## config.mk

```make
export PLATFORM = sky130hd
export DESIGN_NAME = seu_readback_monitor_flat
export DESIGN_NICKNAME = d
export VERILOG_FILES = /design/src/rtl/seu_readback_monitor_if.sv /design/src/rtl/seu_readback_monitor.sv /design/src/flat_wrapper.sv
export SDC_FILE = /design/constraint.sdc
export NUM_CORES = 1
export LEC_CHECK = 0
export CAP_MARGIN = 20
export CORE_MARGIN = 3
export CORE_UTILIZATION = 50
export CTS_BUF_LIST = sky130_fd_sc_hd__clkbuf_4
export DETAILED_ROUTE_END_ITERATION = 10
export DONT_BUFFER_PORTS = 1
export SETUP_SLACK_MARGIN = 0.5
export SYNTH_ARGS = -nofsm -noshare
export SYNTH_HDL_FRONTEND = slang
export SYNTH_SLANG_ARGS = --single-unit
```

## constraint.sdc

```tcl
create_clock -name clk -period 7.5 [get_ports clk]
set_input_delay 1.5 -clock clk [delete_from_list [all_inputs] [get_ports clk]]
set_output_delay 1.5 -clock clk [all_outputs]
set_load 0.02 [all_outputs]
```

## src/rtl/seu_readback_monitor_if.sv

```systemverilog
// seu_readback_monitor_if
//   Groups the request, storage-cell and result signals of seu_readback_monitor.
//   Parameters must match those of the attached monitor instance.
//   slave  : the monitor side (drives store_d and the res_* fields)
//   master : the controller / readout / storage side
//   Signals: start, pattern_sel, window_len  - check request
//            store_d, store_q                - pattern to cells, readback from cells
//            busy                            - check in progress
//            res_valid, res_ready            - result handshake
//            res_err_cnt, res_any_err, res_first_idx - result fields
interface seu_readback_monitor_if #(
  parameter int WIDTH = 16,
  parameter int WIN_W = 16,
  parameter int CNT_W = 16
);
  localparam int IDX_W = $clog2(WIDTH);

  logic                start;
  logic [1:0]          pattern_sel;
  logic [WIN_W-1:0]    window_len;
  logic [WIDTH-1:0]    store_d;
  logic [WIDTH-1:0]    store_q;
  logic                busy;
  logic                res_valid;
  logic                res_ready;
  logic [CNT_W-1:0]    res_err_cnt;
  logic                res_any_err;
  logic [IDX_W-1:0]    res_first_idx;

  modport slave (
    input  start, pattern_sel, window_len, store_q, res_ready,
    output store_d, busy, res_valid, res_err_cnt, res_any_err, res_first_idx
  );

  modport master (
    output start, pattern_sel, window_len, store_q, res_ready,
    input  store_d, busy, res_valid, res_err_cnt, res_any_err, res_first_idx
  );
endinterface

```

## src/rtl/seu_readback_monitor.sv

```systemverilog
// seu_readback_monitor
//   Drives a known pattern into a bank of WIDTH storage cells, waits SETTLE
//   cycles, then compares the readback for window_len cycles and counts
//   mismatching bits (saturating). The result is offered on a valid/ready port.
//   Ports:
//     clk, rst_n  - clock, asynchronous active-low reset
//     bus         - seu_readback_monitor_if.slave (request, cell data, result)
//     inject_mask - only with SEU_INJECT_EN defined: XORed onto store_d during
//                   COMPARE to create deterministic mismatches for self-test
//   Optional feature macro: SEU_INJECT_EN
module seu_readback_monitor #(
  parameter int WIDTH  = 16,
  parameter int SETTLE = 4,
  parameter int WIN_W  = 16,
  parameter int CNT_W  = 16
) (
  input  logic                 clk,
  input  logic                 rst_n,
`ifdef SEU_INJECT_EN
  input  logic [WIDTH-1:0]     inject_mask,
`endif
  seu_readback_monitor_if.slave bus
);
  localparam int IDX_W = $clog2(WIDTH);
  localparam int SUM_W = CNT_W + IDX_W + 1;
  localparam int SET_W = $clog2(SETTLE + 1);

  localparam logic [1:0] S_IDLE    = 2'd0;
  localparam logic [1:0] S_LOAD    = 2'd1;
  localparam logic [1:0] S_COMPARE = 2'd2;
  localparam logic [1:0] S_REPORT  = 2'd3;

  logic [1:0]       state_q, state_d;
  logic [1:0]       sel_q, sel_d;
  logic [WIN_W-1:0] win_q, win_d;
  logic [SET_W-1:0] set_cnt_q, set_cnt_d;
  logic [WIN_W-1:0] cmp_cnt_q, cmp_cnt_d;
  logic [CNT_W-1:0] err_cnt_q, err_cnt_d;
  logic             any_err_q, any_err_d;
  logic [IDX_W-1:0] first_idx_q, first_idx_d;
  logic             busy_q, busy_d;
  logic             res_valid_q, res_valid_d;

  logic [WIDTH-1:0] pattern;
  logic [WIDTH-1:0] mismatch;
  logic [IDX_W:0]   pop;
  logic [IDX_W-1:0] low_idx;
  logic             low_found;
  logic [SUM_W-1:0] sum;
  logic [CNT_W-1:0] sat_sum;
  logic [WIDTH-1:0] store_d;

  always_comb begin
    pattern = '0;
    case (sel_q)
      2'd0: pattern = '0;
      2'd1: pattern = '1;
      2'd2: for (int unsigned i = 0; i < WIDTH; i++) pattern[i] = i[0];
      default: for (int unsigned i = 0; i < WIDTH; i++) pattern[i] = ~i[0];
    endcase
  end

  // Expected value is always the clean pattern, even when injection is active.
  assign mismatch = bus.store_q ^ pattern;

  always_comb begin
    pop       = '0;
    low_idx   = '0;
    low_found = 1'b0;
    for (int unsigned i = 0; i < WIDTH; i++) begin
      pop = pop + (IDX_W+1)'(mismatch[i]);
      if (mismatch[i] && !low_found) begin
        low_idx   = IDX_W'(i);
        low_found = 1'b1;
      end
    end
  end

  // Wide sum so the clamp can see any overflow of the CNT_W counter.
  always_comb begin
    sum     = SUM_W'(err_cnt_q) + SUM_W'(pop);
    sat_sum = (sum > SUM_W'({CNT_W{1'b1}})) ? '1 : sum[CNT_W-1:0];
  end

  always_comb begin
    state_d     = state_q;
    sel_d       = sel_q;
    win_d       = win_q;
    set_cnt_d   = set_cnt_q;
    cmp_cnt_d   = cmp_cnt_q;
    err_cnt_d   = err_cnt_q;
    any_err_d   = any_err_q;
    first_idx_d = first_idx_q;
    case (state_q)
      S_IDLE: begin
        if (bus.start) begin
          sel_d       = bus.pattern_sel;
          win_d       = bus.window_len;
          set_cnt_d   = '0;
          err_cnt_d   = '0;
          any_err_d   = 1'b0;
          first_idx_d = '0;
          state_d     = S_LOAD;
        end
      end
      S_LOAD: begin
        if (set_cnt_q == SET_W'(SETTLE - 1)) begin
          // Compare counter starts at 1 so it ends exactly at window_len and
          // never has to represent window_len+1.
          cmp_cnt_d = WIN_W'(1);
          state_d   = (win_q == '0) ? S_REPORT : S_COMPARE;
        end else begin
          set_cnt_d = set_cnt_q + SET_W'(1);
        end
      end
      S_COMPARE: begin
        err_cnt_d = sat_sum;
        if (low_found && !any_err_q) begin
          any_err_d   = 1'b1;
          first_idx_d = low_idx;
        end
        if (cmp_cnt_q == win_q) state_d = S_REPORT;
        else                    cmp_cnt_d = cmp_cnt_q + WIN_W'(1);
      end
      default: begin
        if (bus.res_ready) state_d = S_IDLE;
      end
    endcase
    busy_d      = (state_d != S_IDLE);
    res_valid_d = (state_d == S_REPORT);
  end

  always_ff @(posedge clk or negedge rst_n) begin
    if (!rst_n) begin
      state_q     <= S_IDLE;
      sel_q       <= '0;
      win_q       <= '0;
      set_cnt_q   <= '0;
      cmp_cnt_q   <= '0;
      err_cnt_q   <= '0;
      any_err_q   <= 1'b0;
      first_idx_q <= '0;
      busy_q      <= 1'b0;
      res_valid_q <= 1'b0;
    end else begin
      state_q     <= state_d;
      sel_q       <= sel_d;
      win_q       <= win_d;
      set_cnt_q   <= set_cnt_d;
      cmp_cnt_q   <= cmp_cnt_d;
      err_cnt_q   <= err_cnt_d;
      any_err_q   <= any_err_d;
      first_idx_q <= first_idx_d;
      busy_q      <= busy_d;
      res_valid_q <= res_valid_d;
    end
  end

  always_comb begin
    store_d = '0;
    if (state_q != S_IDLE) store_d = pattern;
`ifdef SEU_INJECT_EN
    if (state_q == S_COMPARE) store_d = pattern ^ inject_mask;
`endif
  end

  assign bus.store_d       = store_d;
  assign bus.busy          = busy_q;
  assign bus.res_valid     = res_valid_q;
  assign bus.res_err_cnt   = err_cnt_q;
  assign bus.res_any_err   = any_err_q;
  assign bus.res_first_idx = first_idx_q;
endmodule

```

## src/flat_wrapper.sv

```systemverilog
// flat-port wrapper written by rule: the top's interface ports become plain ports
module seu_readback_monitor_flat 
#(
  parameter int WIDTH  = 16,
  parameter int SETTLE = 4,
  parameter int WIN_W  = 16,
  parameter int CNT_W  = 16
)
  (clk, rst_n, bus_start, bus_pattern_sel, bus_window_len, bus_store_q, bus_res_ready, bus_store_d, bus_busy, bus_res_valid, bus_res_err_cnt, bus_res_any_err, bus_res_first_idx);
  seu_readback_monitor_if #(.WIDTH(WIDTH), .WIN_W(WIN_W), .CNT_W(CNT_W)) bus_i ();
  input  logic clk;
  input  logic rst_n;
  input wire logic [$bits(bus_i.start)-1:0] bus_start;
  input wire logic [$bits(bus_i.pattern_sel)-1:0] bus_pattern_sel;
  input wire logic [$bits(bus_i.window_len)-1:0] bus_window_len;
  input wire logic [$bits(bus_i.store_q)-1:0] bus_store_q;
  input wire logic [$bits(bus_i.res_ready)-1:0] bus_res_ready;
  output wire logic [$bits(bus_i.store_d)-1:0] bus_store_d;
  output wire logic [$bits(bus_i.busy)-1:0] bus_busy;
  output wire logic [$bits(bus_i.res_valid)-1:0] bus_res_valid;
  output wire logic [$bits(bus_i.res_err_cnt)-1:0] bus_res_err_cnt;
  output wire logic [$bits(bus_i.res_any_err)-1:0] bus_res_any_err;
  output wire logic [$bits(bus_i.res_first_idx)-1:0] bus_res_first_idx;
  assign bus_i.start = bus_start;
  assign bus_i.pattern_sel = bus_pattern_sel;
  assign bus_i.window_len = bus_window_len;
  assign bus_i.store_q = bus_store_q;
  assign bus_i.res_ready = bus_res_ready;
  assign bus_store_d = bus_i.store_d;
  assign bus_busy = bus_i.busy;
  assign bus_res_valid = bus_i.res_valid;
  assign bus_res_err_cnt = bus_i.res_err_cnt;
  assign bus_res_any_err = bus_i.res_any_err;
  assign bus_res_first_idx = bus_i.res_first_idx;
  seu_readback_monitor #(.WIDTH(WIDTH), .SETTLE(SETTLE), .WIN_W(WIN_W), .CNT_W(CNT_W)) u_core (.clk(clk), .rst_n(rst_n), .bus(bus_i));
endmodule
```

==> results.md, run 1 <==
- Total GRT Usage: 21.30%
- Asr flop ratio synth: 100.0%
- Netlist cell types: 63
- DRT iter0 DRCs: 193
- IO Port Bufs: 0
- Setup WS post-layout: 1.053 ns
- RSZ-0062 raised after global routing: no
- Achievable Freq: 0.1551 GHz
- DRC viols: 0
- Setup Crit Path Kind: input port to flop
- Crit path from: bus_store_q[0]
- Crit path DAT: 6.77 ns
- Status: finished clean
- Die width: 102.5 um
- Capture point of the critical path: u_core.bus.res_err_cnt[1]
- Synth Area per Inst: 9.211 um2
- Total grt overflow: 0
- Met2 Use GR: 32.92%
- Fillers: 831
- Clk_lat worst skew: 0.43 ns
- Pre-CTS worst setup slack: 0.6447 ns
- Slew @ Worst Pin: 0.9923 ns
- FP Rows: 34
- Wire per inst: 17.94 um
- Die height: 102.5 um
- Fin nets: 554
- Final Slew Violations: 0
- Proportion of netlist area held by the largest area contributor: 33.29%
- Fin. Hold Viols: 0
- PostCTS Resize Cnt: 0
- Hold Startpoint: u_core.cmp_cnt_q[15]
- Clock sink count: 62
- H-tree depth: 3
- Post-Synthesis Cell Area: 0.004661 mm2
- Main synth FF type: dfrtp_1
- EDFF count, synth: 0
- Routed wire length: 10.69 mm
- Post-Route Skew: 0.02355 ns
- Root Driver: clkbuf_4
- Pre-antenna DRT Iters: 4
- Post-route ant nets: 0
- Top Ports: 77
- Setup TNS Final: 0 ns
- Setup Buffers After CTS: 0
- Post-layout util: 53.36%
- Cells after Synth: 506
- Syn nets: 577
- DR vias: 3648
- R2R depth: 19
- Pin count of the biggest net entering global routing: 63
- Slew headroom: 33.69%
- Synth area leaders: dfrtp_1, ha_1, xor2_1, mux2_2, fa_1
- Setup slack, reg-to-reg: 1.34 ns
- Cell taking the most area after synthesis: dfrtp_1
- CTS tree: built
- Seq/Total Area, Yosys: 33.29%
- Top Usage Layer GRT: met2
- Clock Path Buffers: 2
- Synth warn: 0
- Commonest cells post-synth: dfrtp_1, nand2_1, inv_1
- DP HPWL: 7.926 mm
- Final period utilization: 85.96%
- Max-cap violations: 0
- R2r startpoint: u_core.sel_q[1]
- Met1 usage: 29.10%
- Area of the die: 0.01052 mm2
- Final GP Congestion: 0.8617
- Hold_buf cts: 0
- Startpoint Class: input port
- Antenna violations before repair: 0
- Number of global-route vias before repair: 3565
- Met3 Track Usage GR: 6.360%
- Clk pin slew, worst setup/hold paths: 0.12 ns
- Final setup fails: 0
- Placeable Area: 0.008891 mm2
- Syn-to-layout area delta: 1.799%
- Crit path max fanout: 12
- Flops & latches, synth: 62
- Post-DR vias/cell: 6.121
- RR Endpoint: u_core.bus.res_err_cnt[1]
- Critical Path Sink Type: flop
- CTS Buf Count: 9
- Hold WC Path Type: flop to flop
- Antenna diodes: 0
- Global-route wire length before repair: 17.66 mm
- WP data required: 7.83 ns
- Tmin final: 6.447 ns
- Starting Density: 52.42%
- Share of layout cells above drive strength 1: 9.836%
- Most frequent cell after synthesis: dfrtp_1
how the worst min path moves through the flow:
stage                                       to  cells past startpoint
after CTS                 u_core.cmp_cnt_q[15]                      1
after global placement    u_core.cmp_cnt_q[15]                      1
after global routing      u_core.cmp_cnt_q[15]                      1
after detailed placement  u_core.cmp_cnt_q[15]                      1
final                     u_core.cmp_cnt_q[15]                      1
after floorplan           u_core.cmp_cnt_q[15]                      1
critical path, stage by stage:
cell,delay (ns)
xnor2_1,0.23
ha_1,0.28
inv_1,0.07
fa_1,0.44
fa_1,0.50
fa_1,0.53
fa_1,0.43
fa_1,0.42
inv_1,0.09
fa_1,0.45
fa_1,0.44
nand3b_1,0.20
a21boi_1,0.23
o211a_1,0.23
nand3_1,0.38
a21o_1,0.30
o21ai_1,0.07
stage by stage:
stage                     hold WS [ns]  std cells  cell area [um2]
after global routing            0.5371        596             4745
final                           0.5274        596             4745
after global placement          0.5023        580             4607
after CTS                       0.5262        596             4745
after floorplan                 0.4641        506             4661
after detailed placement        0.5013        580             4607
area by class of cell:
type                            count  area, um2  share of cell area, %
Clock buffer                       10      75.07                  1.582
Clock inverter                      6      62.56                  1.319
Inverter                           33      123.9                  2.611
Multi-Input combinational cell    375       2781                  58.62
Sequential cell                    62       1551                  32.70
Tap cell                          108      135.1                  2.848
Timing Repair Buffer                2      15.01                 0.3165
cells by family after synthesis:
family / after synthesis / synth area share [%]
multiplexers: 18 / 4.349
XOR/XNOR: 39 / 7.490
AND/OR/NAND/NOR: 155 / 17.93
adder cells (fa/ha/maj): 33 / 10.47
AO/OA/AOI/OAI: 130 / 19.11
buffers and inverters: 69 / 7.356
flip-flops: 62 / 33.29
cell usage in the layout (no fill, tap or decap), types with 3 or more instances in the layout:
cell / n
a21o_1: 8
a21oi_1: 17
a22o_1: 8
a31oi_1: 5
and2_1: 4
and3_1: 9
and3b_1: 3
clkbuf_4: 10
clkinv_2: 3
dfrtp_1: 62
fa_1: 10
ha_1: 23
inv_1: 33
mux2_2: 18
nand2_1: 46
nand3_1: 16
nand3b_1: 5
nand4_1: 4
nor2_1: 19
nor2b_1: 7
nor3_1: 11
nor4_1: 9
o211ai_1: 4
o21a_1: 6
o21ai_0: 32
o21ai_1: 8
o21ai_2: 3
o221ai_1: 5
o31ai_1: 13
o41ai_1: 4
or4_1: 7
xnor2_1: 14
xor2_1: 24
metal layers:
layer,vias up,part of all wire [%]
met5,-,0
met4,0,1.2
met3,10,6.2
met2,90,45
met1,1796,48
li1,1752,-
state kept, by name (all words and copies together), names as in the netlist:
register / flops
u_core.bus.res_any_err: 1
u_core.set_cnt_q: 3
u_core.bus.res_err_cnt: 16
u_core.state_q: 2
u_core.bus.res_first_idx: 4
u_core.win_q: 16
u_core.cmp_cnt_q: 16
u_core.bus.busy: 1
u_core.bus.res_valid: 1
u_core.sel_q: 2
Power of run 1 is left out: the tool's default activity adds up to more than one toggle a clock period on the data nets, which glitch-free logic cannot reach.
==> run 2: changes to the inputs <==
--- a/config.mk
+++ b/config.mk
@@ -7,10 +7,12 @@
 export LEC_CHECK = 0
 export CAP_MARGIN = 20
 export CORE_MARGIN = 3
-export CORE_UTILIZATION = 50
+export CORE_UTILIZATION = 65
 export CTS_BUF_LIST = sky130_fd_sc_hd__clkbuf_4
 export DETAILED_ROUTE_END_ITERATION = 10
 export DONT_BUFFER_PORTS = 1
+export PLACE_DENSITY = 0.81
+export REMOVE_ABC_BUFFERS = 1
 export SETUP_SLACK_MARGIN = 0.5
 export SYNTH_ARGS = -nofsm -noshare
 export SYNTH_HDL_FRONTEND = slang
==> run 2 against run 1 <==
- sequential share of layout area grew 0.25 points
- first-iteration DRC count grew 37%
- via count grew 0.49%
- hold slack lost 0.00091 ns
- maximum frequency shrank 0.58%
- largest cell class unchanged
- utilization grew 15 points
- flip-flop and latch count is the same
- design area shrank 0.76%
- global-route usage grew 3.5 points
- clock skew grew 0.0076 ns
- critical path depth is the same
- critical path type unchanged
==> results.md, run 2 (synthesized netlist as in run 1, its figures left out) <==
- PostCTS Resize Cnt: 0 (unchanged)
- Hold Startpoint: u_core.cmp_cnt_q[15]
- Hold path depth: 1 (unchanged)
- CTS Buf Count: 9 (unchanged)
- Setup TNS Final: 0 ns (unchanged)
- CTS tree: built
- Fin nets: 554 (unchanged)
- Setup Buffers After CTS: 0 (unchanged)
- Pin count of the biggest net entering global routing: 63 (unchanged)
- Commonest non-fill, non-tap cell in the layout: dfrtp_1
- Slowest stage delay, CP: 0.54 ns (about the same)
- Setup slack, reg-to-reg: 1.17 ns (-0.17 ns)
- Slew headroom: 35.22% (+1.5 points)
- H-tree depth: 3 (unchanged)
- Tmin final: 6.485 ns (+0.03770 ns)
- Routed wire length: 9.767 mm (-8.7%)
- Pre-antenna DRT Iters: 6 (+2)
- Die height: 90.68 um (-12%)
- Hold EP: u_core.cmp_cnt_q[15]
- Max-cap violations: 0 (unchanged)
- DP HPWL: 7.264 mm (-8.4%)
- Final period utilization: 86.46% (+0.50 points)
- Global-route wire length before repair: 16.75 mm (-5.2%)
- DRC viols: 0 (unchanged)
- RSZ-0062 raised after global routing: no
- Clk pin slew, worst setup/hold paths: 0.12 ns (about the same)
- Post-Route Skew: 0.03111 ns (+0.007558 ns)
- Commonest non-fill, non-tap cells in the layout: dfrtp_1, nand2_1, inv_1
- Crit path DAT: 6.82 ns (+0.05 ns)
- Achievable Freq: 0.1542 GHz (-0.58%)
- R2r startpoint: u_core.sel_q[1]
- Number of global-route vias before repair: 3532 (-0.93%)
- Status: finished clean
- Total grt overflow: 0 (unchanged)
- Placeable Area: 0.006869 mm2 (-23%)
- RR Endpoint: u_core.bus.res_err_cnt[3]
- DR vias: 3666 (+0.49%)
- Setup Crit Path Kind: input port to flop
- Final Slew Violations: 0 (unchanged)
- Final GP Congestion: 0.8888 (+3.1%)
- Total GRT Usage: 24.81% (+3.5 points)
- Fin. Hold Viols: 0 (unchanged)
- Fin area: 0.004708 mm2 (-0.76%)
- Die width: 90.68 um (-12%)
- Top Ports: 77 (unchanged)
- WP data required: 7.84 ns (about the same)
- Slew @ Worst Pin: 0.9695 ns (-0.02285 ns)
- FP Rows: 30 (-12%)
- CP max stage cell: fa_1
- Clock sink count: 62 (unchanged)
- Antenna violations before repair: 0 (unchanged)
- Post-DR vias/cell: 6.277 (+2.6%)
- R2R depth: 20 (+1)
- Fillers: 579 (-30%)
- Hold WC Path Type: flop to flop
- Clk_lat worst skew: 0.42 ns (about the same)
- Clock Path Buffers: 2 (unchanged)
- Post-route ant nets: 0 (unchanged)
- Hold_buf cts: 0 (unchanged)
- Root Driver: clkbuf_4
- DRT iter0 DRCs: 264 (+37%)
- Startpoint Class: input port
- Starting Density: 67.85% (+15 points)
- Critical Path Sink Type: flop
- Share of layout cells above drive strength 1: 9.836% (unchanged)
- IO Port Bufs: 0 (unchanged)
- Crit path max fanout: 12 (unchanged)
- Antenna diodes: 0 (unchanged)
- Placed inst area: 0.004592 mm2 (-0.33%)
- Most used cell along the critical path: fa_1
- Cells along the critical path: xnor2_1 -> ha_1 -> inv_1 -> fa_1 -> fa_1 -> fa_1 -> fa_1 -> fa_1 -> inv_1 -> fa_1 -> fa_1 -> nand3b_1 -> a21boi_1 -> o211a_1 -> nand3_1 -> a21oi_1 -> a21o_1
- Final setup fails: 0 (unchanged)
- Hold_ws: 0.5265 ns (-0.0009130 ns)
- Wire per inst: 16.72 um (-6.8%)
- Area of the die: 0.008222 mm2 (-22%)
- Syn-to-layout area delta: 1.020%
## run 2: worst max-delay path by stage
| stage | endpoint | startpoint | slack, ns | cells after the start |
|---|---|---|---|---|
| floorplan | u_core.bus.res_err_cnt[1] | bus_store_q[1] | 1.10 | 17 |
| global placement | u_core.bus.res_err_cnt[1] | bus_store_q[1] | 0.84 | 17 |
| detailed placement | u_core.bus.res_err_cnt[1] | bus_store_q[1] | 0.57 | 17 |
| CTS | u_core.bus.res_err_cnt[11] | bus_store_q[1] | 1.02 | 17 |
| global route | u_core.bus.res_err_cnt[9] | bus_store_q[1] | 0.67 | 17 |
| finish | u_core.bus.res_err_cnt[3] | bus_store_q[1] | 1.02 | 17 |
## run 2: worst max-delay path: cells and delay by family
kind / cells / cell delay, ns
adder cells (fa/ha/maj): 8 / 3.49
AO/OA/AOI/OAI: 4 / 0.82
AND/OR/NAND/NOR: 2 / 0.58
XOR/XNOR: 1 / 0.27
buffers and inverters: 2 / 0.15
## run 2: final cells by class
| type | count | area [um2] | area share [%] |
|---|---|---|---|
| inverters | 33 | 123.9 | 2.631 |
| clock buffers | 9 | 67.56 | 1.435 |
| clock inverters | 7 | 48.80 | 1.036 |
| flip-flops and latches | 62 | 1551 | 32.95 |
| repair buffers | 2 | 15.01 | 0.3189 |
| multi-input cells | 375 | 2781 | 59.08 |
| well taps | 96 | 120.1 | 2.551 |
## run 2: routing by layer
metal  wire length (um)  up-vias  track usage [%]
li1                   -     1755                -
met1               4271     1739            33.48
met2               4495      156            38.23
met3                825       16            7.833
met4                176        0            7.653
met5                  0        -                0
## run 2: metrics by stage
step                worst slack, ns  instances  utilization [%]
global route                 0.6717        584            68.54
detailed placement           0.5722        568            66.85
floorplan                     1.097        470                -
CTS                           1.023        584            68.54
finish                        1.015        584            68.54
global placement             0.8433        568            66.85
Power of run 2 is left out for the same reason.
==> run 3: changes to the inputs <==
--- a/config.mk
+++ b/config.mk
@@ -6,12 +6,14 @@
 export NUM_CORES = 1
 export LEC_CHECK = 0
 export CAP_MARGIN = 20
+export CELL_PAD_IN_SITES_DETAIL_PLACEMENT = 0
+export CELL_PAD_IN_SITES_GLOBAL_PLACEMENT = 1
 export CORE_MARGIN = 3
-export CORE_UTILIZATION = 65
+export CORE_UTILIZATION = 51
 export CTS_BUF_LIST = sky130_fd_sc_hd__clkbuf_4
 export DETAILED_ROUTE_END_ITERATION = 10
 export DONT_BUFFER_PORTS = 1
-export PLACE_DENSITY = 0.81
+export PLACE_DENSITY_LB_ADDON = 0.1
 export REMOVE_ABC_BUFFERS = 1
 export SETUP_SLACK_MARGIN = 0.5
 export SYNTH_ARGS = -nofsm -noshare
==> run 3 against run 2 <==
- flip-flop and latch count unchanged
- clock skew fell by 0.013 ns
- critical path depth unchanged
- design area grew 1.9%
- global-route usage fell by 3.8 points
- cell count is 2.1% higher
- via count shrank 3.1%
==> results.md, run 3 (synthesized netlist as in run 1, its figures left out) <==
- Area of the die: 0.01032 mm2 (+26%)
- Cells along the critical path: xnor2_1 -> ha_1 -> inv_1 -> fa_1 -> fa_1 -> fa_1 -> fa_1 -> fa_1 -> inv_1 -> fa_1 -> fa_1 -> nand3b_1 -> a21boi_1 -> o211a_1 -> nand3_1 -> a21o_1 -> o21ai_1
- Hold EP: u_core.cmp_cnt_q[15]
- Hold path depth: 1 (unchanged)
- IO Port Bufs: 0 (unchanged)
- CTS Buf Count: 9 (unchanged)
- Placed insts: 580 (+2.1%)
- Critical Path Sink Type: flop
- Crit path DAT: 6.72 ns (-0.10 ns)
- Final GP Congestion: 0.8274 (-6.9%)
- Commonest non-fill, non-tap cells in the layout: dfrtp_1, nand2_1, inv_1
- Post-DR vias/cell: 5.960 (-5.1%)
- Clock sink count: 62 (unchanged)
- Fillers: 817 (+41%)
- Antenna diodes: 0 (unchanged)
- FP Rows: 34 (+13%)
- Max-cap violations: 0 (unchanged)
- Met2 Use GR: 35.06% (-3.2 points)
- Post-route ant nets: 0 (unchanged)
- Starting Density: 52.93% (-15 points)
- Number of global-route vias before repair: 3522 (-0.28%)
- DRT iter0 DRCs: 91 (-66%)
- RR Endpoint: u_core.bus.res_err_cnt[1]
- RSZ-0062 raised after global routing: no
- WP data required: 7.82 ns (-0.02 ns)
- Routed wire length: 10.23 mm (+4.8%)
- Pin count of the biggest net entering global routing: 63 (unchanged)
- Clk pin slew, worst setup/hold paths: 0.13 ns (about the same)
- Pre-CTS worst setup slack: 0.6815 ns (+0.1093 ns)
- Clock Path Buffers: 2 (unchanged)
- Met3 Track Usage GR: 5.785% (-2.0 points)
- Final Slew Violations: 0 (unchanged)
- CP max stage cell: fa_1
- H-tree depth: 3 (unchanged)
- Die width: 101.6 um (+12%)
- DP HPWL: 7.598 mm (+4.6%)
- Wire per inst: 17.17 um (+2.6%)
- Startpoint Class: input port
- Fin. Hold Viols: 0 (unchanged)
- Root Driver: clkbuf_4
- Commonest non-fill, non-tap cell in the layout: dfrtp_1
- Fin area: 0.004800 mm2 (+1.9%)
- Post-Route Skew: 0.01823 ns (-0.01288 ns)
- Crit-path leading delay family: adder cells
- Setup TNS Final: 0 ns (unchanged)
- Global-route wire length before repair: 17.24 mm (+2.9%)
- Antenna violations before repair: 0 (unchanged)
- Total GRT Usage: 21.05% (-3.8 points)
- Die height: 101.6 um (+12%)
- Crit path max fanout: 12 (unchanged)
- R2R depth: 19 (-5.0%)
- Top Ports: 77 (unchanged)
- Pre-antenna DRT Iters: 4 (-2)
- Final period utilization: 85.29% (-1.2 points)
- Most used cell along the critical path: fa_1
- Placed inst area: 0.004607 mm2 (+0.33%)
- Setup Crit Path Kind: input port to flop
- Top Usage Layer GRT: met2
- Status: finished clean
- DRC viols: 0 (unchanged)
- Syn-to-layout area delta: 2.980%
- R2r startpoint: u_core.sel_q[1]
- Hold WC Path Type: flop to flop
- Met1 usage: 27.77% (-5.7 points)
- DR vias: 3552 (-3.1%)
- Final setup fails: 0 (unchanged)
- Hold Startpoint: u_core.cmp_cnt_q[15]
- Setup slack, reg-to-reg: 1.33 ns (+0.16 ns)
- Tmin final: 6.397 ns (-0.08825 ns)
- CTS tree: built
- Area occupied by registers: 0.001551 mm2 (unchanged)
- Multi-input gate area: 0.002781 mm2 (unchanged)
- Non-Filler Instances: 596 (+2.1%)
- Slew headroom: 35.93% (+0.71 points)
- Critical path buffers and inverters: 2 (unchanged)
- Setup WS post-layout: 1.103 ns (+0.08825 ns)
- Placeable Area: 0.008806 mm2 (+28%)
- Setup Buffers After CTS: 0 (unchanged)
- Clk_lat worst skew: 0.41 ns (about the same)
- Total grt overflow: 0 (unchanged)
- Achievable Freq: 0.1563 GHz (+1.4%)
- Slowest stage delay, CP: 0.53 ns (about the same)
- Share of layout cells above drive strength 1: 9.836% (unchanged)
- Fin nets: 554 (unchanged)
- Slew @ Worst Pin: 0.9588 ns (-0.01067 ns)
- PostCTS Resize Cnt: 0 (unchanged)
- Hold_buf cts: 0 (unchanged)
## run 3: worst max-delay path by stage
stage                    from                   endpoint  slack, ns  cells past startpoint
2_1_floorplan  bus_store_q[1]  u_core.bus.res_err_cnt[1]       1.10                     17
3_3_place_gp   bus_store_q[1]  u_core.bus.res_err_cnt[1]       0.74                     17
3_5_place_dp   bus_store_q[0]  u_core.bus.res_err_cnt[1]       0.68                     17
4_1_cts        bus_store_q[0]  u_core.bus.res_err_cnt[1]       1.11                     17
5_1_grt        bus_store_q[0]  u_core.bus.res_err_cnt[6]       0.73                     17
6_report       bus_store_q[0]  u_core.bus.res_err_cnt[1]       1.10                     17
## run 3: cell type report
cell class | count | area share, %
Sequential cell | 62 | 32.33
Clock inverter | 7 | 2.607
Inverter | 33 | 2.581
Tap cell | 108 | 2.815
Clock buffer | 9 | 1.408
Multi-Input combinational cell | 375 | 57.95
Timing Repair Buffer | 2 | 0.3128
## run 3: metrics by stage
stage	util [%]	hold slack, ns
5_1_grt	54.50	0.5399
4_1_cts	54.50	0.5108
6_report	54.50	0.5125
3_3_place_gp	52.32	0.4889
2_1_floorplan	-	0.4641
3_5_place_dp	52.32	0.4930
## run 3: per-layer routing
| layer | part of all wire (%) | routed length (um) |
|---|---|---|
| met5 | 0 | 0 |
| met4 | 0.44 | 45 |
| met3 | 5.2 | 529 |
| met2 | 49 | 5036 |
| met1 | 45 | 4620 |
Power of run 3 is left out for the same reason.
